$ cat config.mk
export PLATFORM = sky130hd
export DESIGN_NAME = usb_dfu_boot_ctrl
export DESIGN_NICKNAME = d
export VERILOG_FILES = /design/src/rtl/usb_dfu_pkg.sv /design/src/rtl/usb_sof_qualifier.sv /design/src/rtl/usb_dfu_boot_ctrl.sv
export SDC_FILE = /design/constraint.sdc
export NUM_CORES = 1
export LEC_CHECK = 0
export CAP_MARGIN = 20
export CELL_PAD_IN_SITES_DETAIL_PLACEMENT = 0
export CELL_PAD_IN_SITES_GLOBAL_PLACEMENT = 1
export CORE_UTILIZATION = 45
export DETAILED_ROUTE_END_ITERATION = 6
export DONT_BUFFER_PORTS = 1
export HOLD_SLACK_MARGIN = 0.08
export PLACE_DENSITY = 0.81
export SKIP_CTS_REPAIR_TIMING = 1
export SYNTH_ARGS = -nofsm -noshare
export SYNTH_HDL_FRONTEND = slang
export SYNTH_SLANG_ARGS = --single-unit
$ cat constraint.sdc
create_clock -name clk -period 5.9 [get_ports clk]
set_clock_uncertainty 0.2 [all_clocks]
set_input_delay 1.18 -clock clk [delete_from_list [all_inputs] [get_ports clk]]
set_output_delay 1.18 -clock clk [all_outputs]
set_load 0.005 [all_outputs]
$ cat src/rtl/usb_dfu_pkg.sv
// usb_dfu_pkg: DFU state codes, boot cause encodings and boot FSM states shared by the boot controller
package usb_dfu_pkg;
  localparam logic [7:0] APP_IDLE = 8'd0;
  localparam logic [7:0] APP_DETACH = 8'd1;
  localparam logic [7:0] DFU_IDLE = 8'd2;
  localparam logic [7:0] DFU_MANIFEST_WAIT_RESET = 8'd8;
  localparam logic [7:0] DFU_ERROR = 8'd10;
  localparam logic [1:0] CAUSE_NONE = 2'd0;
  localparam logic [1:0] CAUSE_NO_HOST = 2'd1;
  localparam logic [1:0] CAUSE_HOST_LOST = 2'd2;
  localparam logic [1:0] CAUSE_DFU = 2'd3;
  localparam logic [1:0] ST_WAIT_HOST = 2'd0;
  localparam logic [1:0] ST_PRESENT = 2'd1;
  localparam logic [1:0] ST_DELAY = 2'd2;
  localparam logic [1:0] ST_BOOT = 2'd3;
  function automatic logic [15:0] sat_inc(input logic [15:0] v, input logic en);
    return (en && v != 16'hffff) ? v + 16'd1 : v;
  endfunction
endpackage

$ cat src/rtl/usb_sof_qualifier.sv
// usb_sof_qualifier: counts consecutive sequential SOFs and milliseconds since the last SOF
module usb_sof_qualifier import usb_dfu_pkg::*; #(
  parameter int SOF_QUALIFY = 4
) (
  input  logic        clk,
  input  logic        reset,
  input  logic        sof_valid,
  input  logic [10:0] frame_index,
  input  logic        tick,
  output logic        qualified,
  output logic [15:0] lost_ms
);
  localparam logic [15:0] QUAL = 16'(SOF_QUALIFY);
  logic [15:0] sof_run, run_inc, run_nxt, ms_since_sof;
  logic [10:0] last_frame;
  // next-cycle run length and SOF age, exported so the FSM acts in the same cycle
  always_comb begin
    run_inc = sof_run + 16'd1;
    run_nxt = !sof_valid ? sof_run :
              (sof_run == 16'd0 || frame_index == last_frame + 11'd1) ? (run_inc > QUAL ? QUAL : run_inc) : 16'd1;
    lost_ms = sof_valid ? 16'd0 : sat_inc(ms_since_sof, tick);
    qualified = run_nxt >= QUAL;
  end
  // qualifier state registers
  always_ff @(posedge clk)
    if (!reset) begin
      sof_run <= 16'd0;
      last_frame <= 11'd0;
      ms_since_sof <= 16'd0;
    end else begin
      sof_run <= run_nxt;
      ms_since_sof <= lost_ms;
      last_frame <= sof_valid ? frame_index : last_frame;
    end
endmodule

$ cat src/rtl/usb_dfu_boot_ctrl.sv
// usb_dfu_boot_ctrl: decides when the bootloader warm-boots into the user image
module usb_dfu_boot_ctrl import usb_dfu_pkg::*; #(
  parameter int CLK_HZ = 48000000,
  parameter int HOST_WAIT_MS = 3000,
  parameter int HOST_LOST_MS = 100,
  parameter int SOF_QUALIFY = 4,
  parameter int REBOOT_DELAY_MS = 10,
  parameter logic [1:0] USER_IMAGE = 2'd1
) (
  input  logic        clk,
  input  logic        reset,
  input  logic        sof_valid,
  input  logic [10:0] frame_index,
  input  logic [7:0]  dfu_state,
  input  logic        boot_inhibit,
  output logic        host_present,
  output logic        boot,
  output logic [1:0]  boot_image,
  output logic [1:0]  boot_cause
);
  localparam int DIV = CLK_HZ / 1000;
  localparam int TW = DIV > 1 ? $clog2(DIV) : 1;
  localparam logic [TW-1:0] RELOAD = TW'(DIV > 0 ? DIV - 1 : 0);
  localparam logic [15:0] WAIT_MS = 16'(HOST_WAIT_MS);
  localparam logic [15:0] LOST_MS = 16'(HOST_LOST_MS);
  localparam logic [15:0] DELAY_MS = 16'(REBOOT_DELAY_MS);
  logic [TW-1:0] tcnt;
  logic tick, qualified;
  logic [15:0] elapsed, elapsed_nxt, dly, dly_nxt, lost_ms;
  logic [1:0] state, state_nxt, cause_nxt;
  assign tick = tcnt == '0;
  assign boot = state == ST_BOOT;
  assign boot_image = boot ? USER_IMAGE : 2'd0;
  usb_sof_qualifier #(.SOF_QUALIFY(SOF_QUALIFY)) u_sof (
    .clk(clk),
    .reset(reset),
    .sof_valid(sof_valid),
    .frame_index(frame_index),
    .tick(tick),
    .qualified(qualified),
    .lost_ms(lost_ms)
  );
  // boot FSM evaluated on the already-updated counters; inhibit only blocks DELAY/BOOT entry
  always_comb begin
    elapsed_nxt = sat_inc(elapsed, tick);
    dly_nxt = sat_inc(dly, tick);
    state_nxt = state;
    cause_nxt = boot_cause;
    case (state)
      ST_WAIT_HOST:
        if (qualified) state_nxt = ST_PRESENT;
        else if (!boot_inhibit && elapsed_nxt >= WAIT_MS) begin
          state_nxt = ST_BOOT;
          cause_nxt = CAUSE_NO_HOST;
        end
      ST_PRESENT:
        if (!boot_inhibit && (dfu_state == DFU_MANIFEST_WAIT_RESET || dfu_state == APP_DETACH)) begin
          state_nxt = ST_DELAY;
          cause_nxt = CAUSE_DFU;
        end else if (!boot_inhibit && lost_ms >= LOST_MS) begin
          state_nxt = ST_BOOT;
          cause_nxt = CAUSE_HOST_LOST;
        end
      ST_DELAY: if (!boot_inhibit && dly_nxt >= DELAY_MS) state_nxt = ST_BOOT;
      default: ;
    endcase
  end
  // free-running ms divider, elapsed/delay timers and FSM state
  always_ff @(posedge clk)
    if (!reset) begin
      tcnt <= RELOAD;
      elapsed <= 16'd0;
      dly <= 16'd0;
      state <= ST_WAIT_HOST;
      boot_cause <= CAUSE_NONE;
      host_present <= 1'b0;
    end else begin
      tcnt <= tick ? RELOAD : tcnt - TW'(1);
      elapsed <= elapsed_nxt;
      dly <= state == ST_DELAY ? dly_nxt : 16'd0;
      state <= state_nxt;
      boot_cause <= cause_nxt;
      host_present <= state_nxt == ST_PRESENT || (state_nxt == ST_DELAY && lost_ms < LOST_MS);
    end
endmodule
# Word level (Yosys, flattened, before mapping)
# Index checks and enable logic that the tools add are counted.
[totals]
latch_bits = 0
mem_count = 0
reg_bits = 96
output_inout_bits = 6
ramBits = 0
word_cells = 74
mem_bits_ro = 0
[op_classes]
reduce_logical = 19
shift = 0
order_cmp = 6
add_sub_neg = 6
multipliers = 0
n_eq_ne = 14
n_bitwise = 1
div_mod_pow = 0
n_mux = 19
[op_table]
columns = ["op", "count"]
rows = [
  ["two-way mux 16 bit", 7],
  ["adder 16 x 1 -> 16 bit, second input constant", 4],
  ["inequality test 16 bit, second input constant", 3],
  ["logical NOT 16 bit", 2],
  ["two-way mux 2 bit", 9],
  ["greater-or-equal comparator 16 x 12 -> 1 bit, second input constant", 1],
  ["greater-or-equal comparator 16 x 3 -> 1 bit, second input constant", 1],
  ["greater-or-equal comparator 16 x 4 -> 1 bit, second input constant", 1],
  ["greater-or-equal comparator 16 x 7 -> 1 bit, second input constant", 1],
  ["greater-than comparator 16 x 3 -> 1 bit, second input constant", 1],
  ["< comparator 16 x 7 -> 1 bit, second input constant", 1],
  ["subtractor 16 x 1 -> 16 bit, second input constant", 1],
  ["adder 11 x 1 -> 11 bit, second input constant", 1],
  ["equality test 11 bit", 1],
  ["equality test 8 x 1 -> 1 bit, second input constant", 1],
  ["equality test 8 x 4 -> 1 bit, second input constant", 1],
  ["logical AND 1 bit", 8],
  ["equality test 2 bit, second input constant", 3],
  ["case mux 2 bit (3 select lines)", 1],
  ["equality test 2 x 1 -> 1 bit, second input constant", 2],
  ["inequality test 2 bit, second input constant", 2],
  ["case mux 2 bit (2 select lines)", 1],
  ["AND reduction 4 bit", 1],
  ["logical OR 1 bit", 3],
  ["8 further kinds", 8],
]

# Depth between registers and ports, before layout
[depth]
ltp_word = 12
ltp_mapped = 13
ltp_nobuf = 11

# Modules after synthesis
# A second synthesis with hierarchy kept.
[unflattened]
hier_cells = 664
hier_area_um2 = 5616.6
[modules_own_cells]
columns = ["mod", "cells_per_inst", "area_per_inst_um2", "seq_area_each_um2", "n_inst"]
rows = [
  ["usb_dfu_boot_ctrl", 373, 3143.0, 1061.0, 1],
  ["usb_sof_qualifier", 291, 2473.6, 860.8, 1],
]

# Least setup slack after synthesis
# Ideal clock, no wire load.
[synth_path]
path_type = "register to register"
start = "reg u_sof.ms_since_sof[0]"
end = "reg host_present"
stages_incl_launch_ff = 12
setup_time_ns = 0.120
arrival_time_ns = 2.957
period_less_slack_ns = 3.277
n_path_buf = 1
path_slack_ns = 2.623
cell_sequence = "dfxtp_1 ha_1 nand3_1 or4_1 and3_1 buf_2 a31o_2 o211a_1 or3_1 a41o_1 o21a_1 o31a_1"
[synth_between]
elab_chain_cells = 12
word_cells_on_any_way = 15
cone_classes = "1 x add/sub; 2 x order compare; 3 x eq/ne; 5 x mux; 4 x reduce/logical"
[synth_rtl]
columns = ["item", "line", "text"]
rows = [
  ["from (decl)", "usb_sof_qualifier.sv:14", "logic [15:0] sof_run, run_inc, run_nxt, ms_since_sof;"],
  ["from (signal assigned)", "usb_sof_qualifier.sv:32", "ms_since_sof <= lost_ms;"],
  ["branches (longest 2 deep; another with adder 16 x 1 -> 16 bit)", "--", ""],
  ["two-way mux 16 bit (*)", "usb_dfu_pkg.sv:17", "return (en && v != 16'hffff) ? v + 16'd1 : v;"],
  ["two-way mux 16 bit (*)", "usb_sof_qualifier.sv:21", "lost_ms = sof_valid ? 16'd0 : sat_inc(ms_since_sof, tick);"],
  ["greater-or-equal comparator 16 x 7 -> 1 bit", "usb_dfu_boot_ctrl.sv:60", "end else if (!boot_inhibit && lost_ms >= LOST_MS) begin"],
  ["logical AND 1 bit", "usb_dfu_boot_ctrl.sv:60", ""],
  ["two-way mux 2 bit", "usb_dfu_boot_ctrl.sv:60", ""],
  ["two-way mux 2 bit", "usb_dfu_boot_ctrl.sv:57", "if (!boot_inhibit && (dfu_state == DFU_MANIFEST_WAIT_RESET || dfu_state == APP_DETACH)) begin"],
  ["case mux 2 bit (3 select lines)", "usb_dfu_boot_ctrl.sv:49", "case (state)"],
  ["equality test 2 bit", "usb_dfu_boot_ctrl.sv:83", "host_present <= state_nxt == ST_PRESENT || (state_nxt == ST_DELAY && lost_ms < LOST_MS);"],
  ["logical AND 1 bit", "usb_dfu_boot_ctrl.sv:83", ""],
  ["logical OR 1 bit (*)", "usb_dfu_boot_ctrl.sv:83", ""],
  ["to (signal assigned)", "usb_dfu_boot_ctrl.sv:83", ""],
  ["to (decl)", "usb_dfu_boot_ctrl.sv:16", "output logic host_present,"],
]
# Mark *: on every way between the ends.
# A chain may end at the register's enable or synchronous reset.

# Worst setup path in the final report
[layout_path]
start = "reg tcnt[6]"
end = "reg host_present"
[layout_between]
elab_chain_cells = 12
word_cells_on_any_way = 25
cone_classes = "4 x order compare; 2 x eq/ne; 10 x mux; 9 x reduce/logical"
[layout_rtl]
columns = ["item", "line", "text"]
rows = [
  ["from (decl)", "usb_dfu_boot_ctrl.sv:27", "logic [TW-1:0] tcnt;"],
  ["from (signal assigned)", "usb_dfu_boot_ctrl.sv:78", "tcnt <= tick ? RELOAD : tcnt - TW'(1);"],
  ["logical NOT 16 bit (*)", "usb_dfu_boot_ctrl.sv:31", "assign tick = tcnt == '0;"],
  ["logical AND 1 bit", "usb_dfu_pkg.sv:17", ""],
  ["two-way mux 16 bit", "usb_dfu_pkg.sv:17", ""],
  ["two-way mux 16 bit", "usb_sof_qualifier.sv:21", ""],
  ["greater-or-equal comparator 16 x 7 -> 1 bit", "usb_dfu_boot_ctrl.sv:60", ""],
  ["logical AND 1 bit", "usb_dfu_boot_ctrl.sv:60", ""],
  ["two-way mux 2 bit", "usb_dfu_boot_ctrl.sv:60", ""],
  ["two-way mux 2 bit", "usb_dfu_boot_ctrl.sv:57", ""],
  ["case mux 2 bit (3 select lines)", "usb_dfu_boot_ctrl.sv:49", ""],
  ["equality test 2 bit", "usb_dfu_boot_ctrl.sv:83", ""],
  ["logical AND 1 bit", "usb_dfu_boot_ctrl.sv:83", ""],
  ["logical OR 1 bit (*)", "usb_dfu_boot_ctrl.sv:83", ""],
]
# Every way passes the cells marked *; elsewhere a longest branch is shown, timed or not.

==> reports/metrics.csv <==
metric,value,unit
status,finished clean,
initial drt markers,326,
pin count of the biggest net entering global routing,38,
share of the clock period used by the worst path,64.1,%
Slew @ Worst Pin,0.842,ns
number of buffers created by CTS,9,
ports placed on the boundary,29,
cell type with the largest total area after synthesis,dfxtp_1,
via density per instance,5.72,
most frequent cells in the layout,"nor2_1 (97), dfxtp_1 (96), nand2_1 (62)",
DP Cell Count,801,
largest cells by area after synthesis,"dfxtp_1 (35%), xnor2_1 (6.9%), nor2_1 (6.6%)",
Die ar.,12800,um2
Avg Inst Size Synth,8.07,um2
clock latency on the worst-skew pair,0.35,ns
commonest register cell after synthesis,dfxtp_1,
horizontal extent of the die,113,um
Min-Delay Path Class,reg -> reg,
final weighted congestion in routability-driven placement,0.861,
Filler Cells Inserted,1199,
Global Route Usage Sum,19.9,%
number of flops mapped to enable cells by yosys,0,
Post-Route Hold Slack,0.225,ns
dpl hpwl,8.78,mm
drt pass-1 iters,4,
CTS sink cnt,96,
Switching Fraction,20.7,%
cell row count,40,
root buffer cell,clkbuf_16,
number of nets with antenna violations after routing,0,
arrival time of data at the critical path endpoint,3.82,ns
core box area,12000,um2
top routing layer in use,met4,
antenna violations before repair,0,
Worst EP required,5.94,ns
Seq pwr share,47.8,%
RSZ-0062 raised after global routing,no,
Max Slew Vio Count,0,
sequential share of the synthesized area,34.6,%
static leakage,1.99,nW
"most common cell after layout, fill and taps aside",nor2_1,
category of the worst setup path capture point,flip-flop,
H-tree lvl count,3,
clock-pin slew reported for the worst setup and hold paths after clock tree synthesis,0.06,ns
YS warnings,0,
number of maximum-capacitance violations,0,
total setup violations reported at the end of the flow,0,
number of buffers between clock root and the deepest sink,2,
post-layout net count,696,
highest fanout seen on the critical path,11,
TritonCTS clock tree,yes,
Slew Limit Headroom,43.4,%
area of the mapped netlist,5550,um2
combinational power share,3.6,%
Routed Wire Length,12.1,mm
count of inserted antenna diode cells,0,
Met1 Wirelength,5.71,mm
PwrDens,235,nW/um2
detailed route wirelength on metal2,5.81,mm
count of cell types in the netlist,65,
effective utilization at floorplan,46.2,%
Port Buf Inserts,0,
post-synthesis to final-layout area growth,6.95,%
fraction of final layout cells with drive strength greater than 1,4.33,%
top achievable clock speed,0.264,GHz
post-synthesis cell count,687,
global route overflow,0,
net switching power of the design,289,uW
Non-Filler Instances,817,
detailed route wirelength on metal3,339,um
DR vias,4676,
post-layout min period,3.78,ns
worst vdd rail ir drop,124,uV
total DRC errors in the routed layout,0,
Post-synth ARST share,0,%
total negative slack for setup checks,0,ns
Startpoint Class,flip-flop,
Vert. Die Dim,113,um
syn nets,718,
category of the most critical setup path,reg -> reg,
total power,1.39,mW
Final Hold Violating Endpoints,0,
global-route wire length before repair,20.5,mm
via count of the first global-routing pass,4536,
post-synthesis register bit count,96,
post-detailed-route wirelength per cell,14.8,um
Clock Power Share,48.6,%
portion of synthesized cell area occupied by the leading cell type,34.6,%
internal portion of total power,1.11,mW
-- critical path, stage by stage (launching register included) --
cell and delay (ns):
dfxtp_1 0.36, nor4_1 0.51, nand4_1 0.61, nor2_1 0.59, a21oi_1 0.14, a311o_1 0.36, and3_1 0.17, a41o_1 0.25
o21a_1 0.19, o31a_1 0.28
-- flip-flops by register name (all words and copies together), names as in the netlist --
register,cells
boot_cause,2
u_sof.last_frame,11
u_sof.ms_since_sof,16
elapsed,16
dly,16
tcnt,16
u_sof.sof_run,16
host_present,1
state,2
-- power by group through the flow --
stage | Clock, mW | Combinational, mW | Sequential (mW)
2_1_floorplan | 0 | 0.0476 | 0.678
3_3_place_gp | 0 | 0.0489 | 0.681
3_5_place_dp | 0 | 0.0502 | 0.682
4_1_cts | 0.696 | 0.0505 | 0.667
5_1_grt | 0.722 | 0.0564 | 0.668
6_report | 0.678 | 0.0497 | 0.667
-- synth_stat cells (6+ instances only) --
master and count:
nor3_1 22, and2_1 21, and4_1 7, inv_1 13, dfxtp_1 96, clkbuf_1 23, a211oi_1 7, or3_1 10
nand4_1 27, nor2_1 97, a21oi_1 15, o211ai_1 6, nand3_1 29, xor2_1 30, a31oi_1 9, xnor2_1 44
ha_1 8, o21ai_0 17, nand2_1 62, nor4_1 17, or4_1 6, nor2b_1 10, mux2i_1 26, and3_1 13
-- per-layer routing --
layer  vias up  track usage [%]
met4         0             8.07
li1       2398                -
met5         -                0
met2        65             34.6
met3        18             4.39
met1      2195             23.9
-- path summary, 6_finish.rpt --
path / start / endpoint / slack, ns / cells past startpoint
worst max-delay path: tcnt[6]$_SDFF_PP1_ / host_present$_SDFF_PN0_ / 2.12 / 9
worst min-delay path: tcnt[0]$_SDFF_PP1_ / tcnt[0]$_SDFF_PP1_ / 0.23 / 1
worst max register to register: tcnt[6]$_SDFF_PP1_ / host_present$_SDFF_PN0_ / 2.12 / 9
worst min register to register: tcnt[0]$_SDFF_PP1_ / tcnt[0]$_SDFF_PP1_ / 0.23 / 1
-- area by class of cell --
cell class	count	area [um2]	share of cell area (%)
clock buffer	11	243	4.09
inverter	14	52.6	0.886
tap	147	184	3.10
multi-input combinational	544	3430	57.8
sequential	96	1920	32.4
clock inverter	5	104	1.75
-- cells by family after synthesis --
family	share of synthesized area, %
AND/OR/NAND/NOR	31.9
flip-flops	34.6
AO/OA/AOI/OAI	11.2
XOR/XNOR	12.1
buffers and inverters	3.56
multiplexers	4.69
adder cells (fa/ha/maj)	1.80
other	0.0676
-- per-stage QoR --
stage / worst slack [ns] / util, % / cell area [um2]
floorplan: 2.62 / - / 5550
global placement: 2.27 / 46.5 / 5590
detailed placement: 2.18 / 46.5 / 5590
CTS: 2.08 / 49.4 / 5930
global route: 1.91 / 49.4 / 5930
finish: 2.12 / 49.4 / 5930
Power figures use the tool's default switching activity.
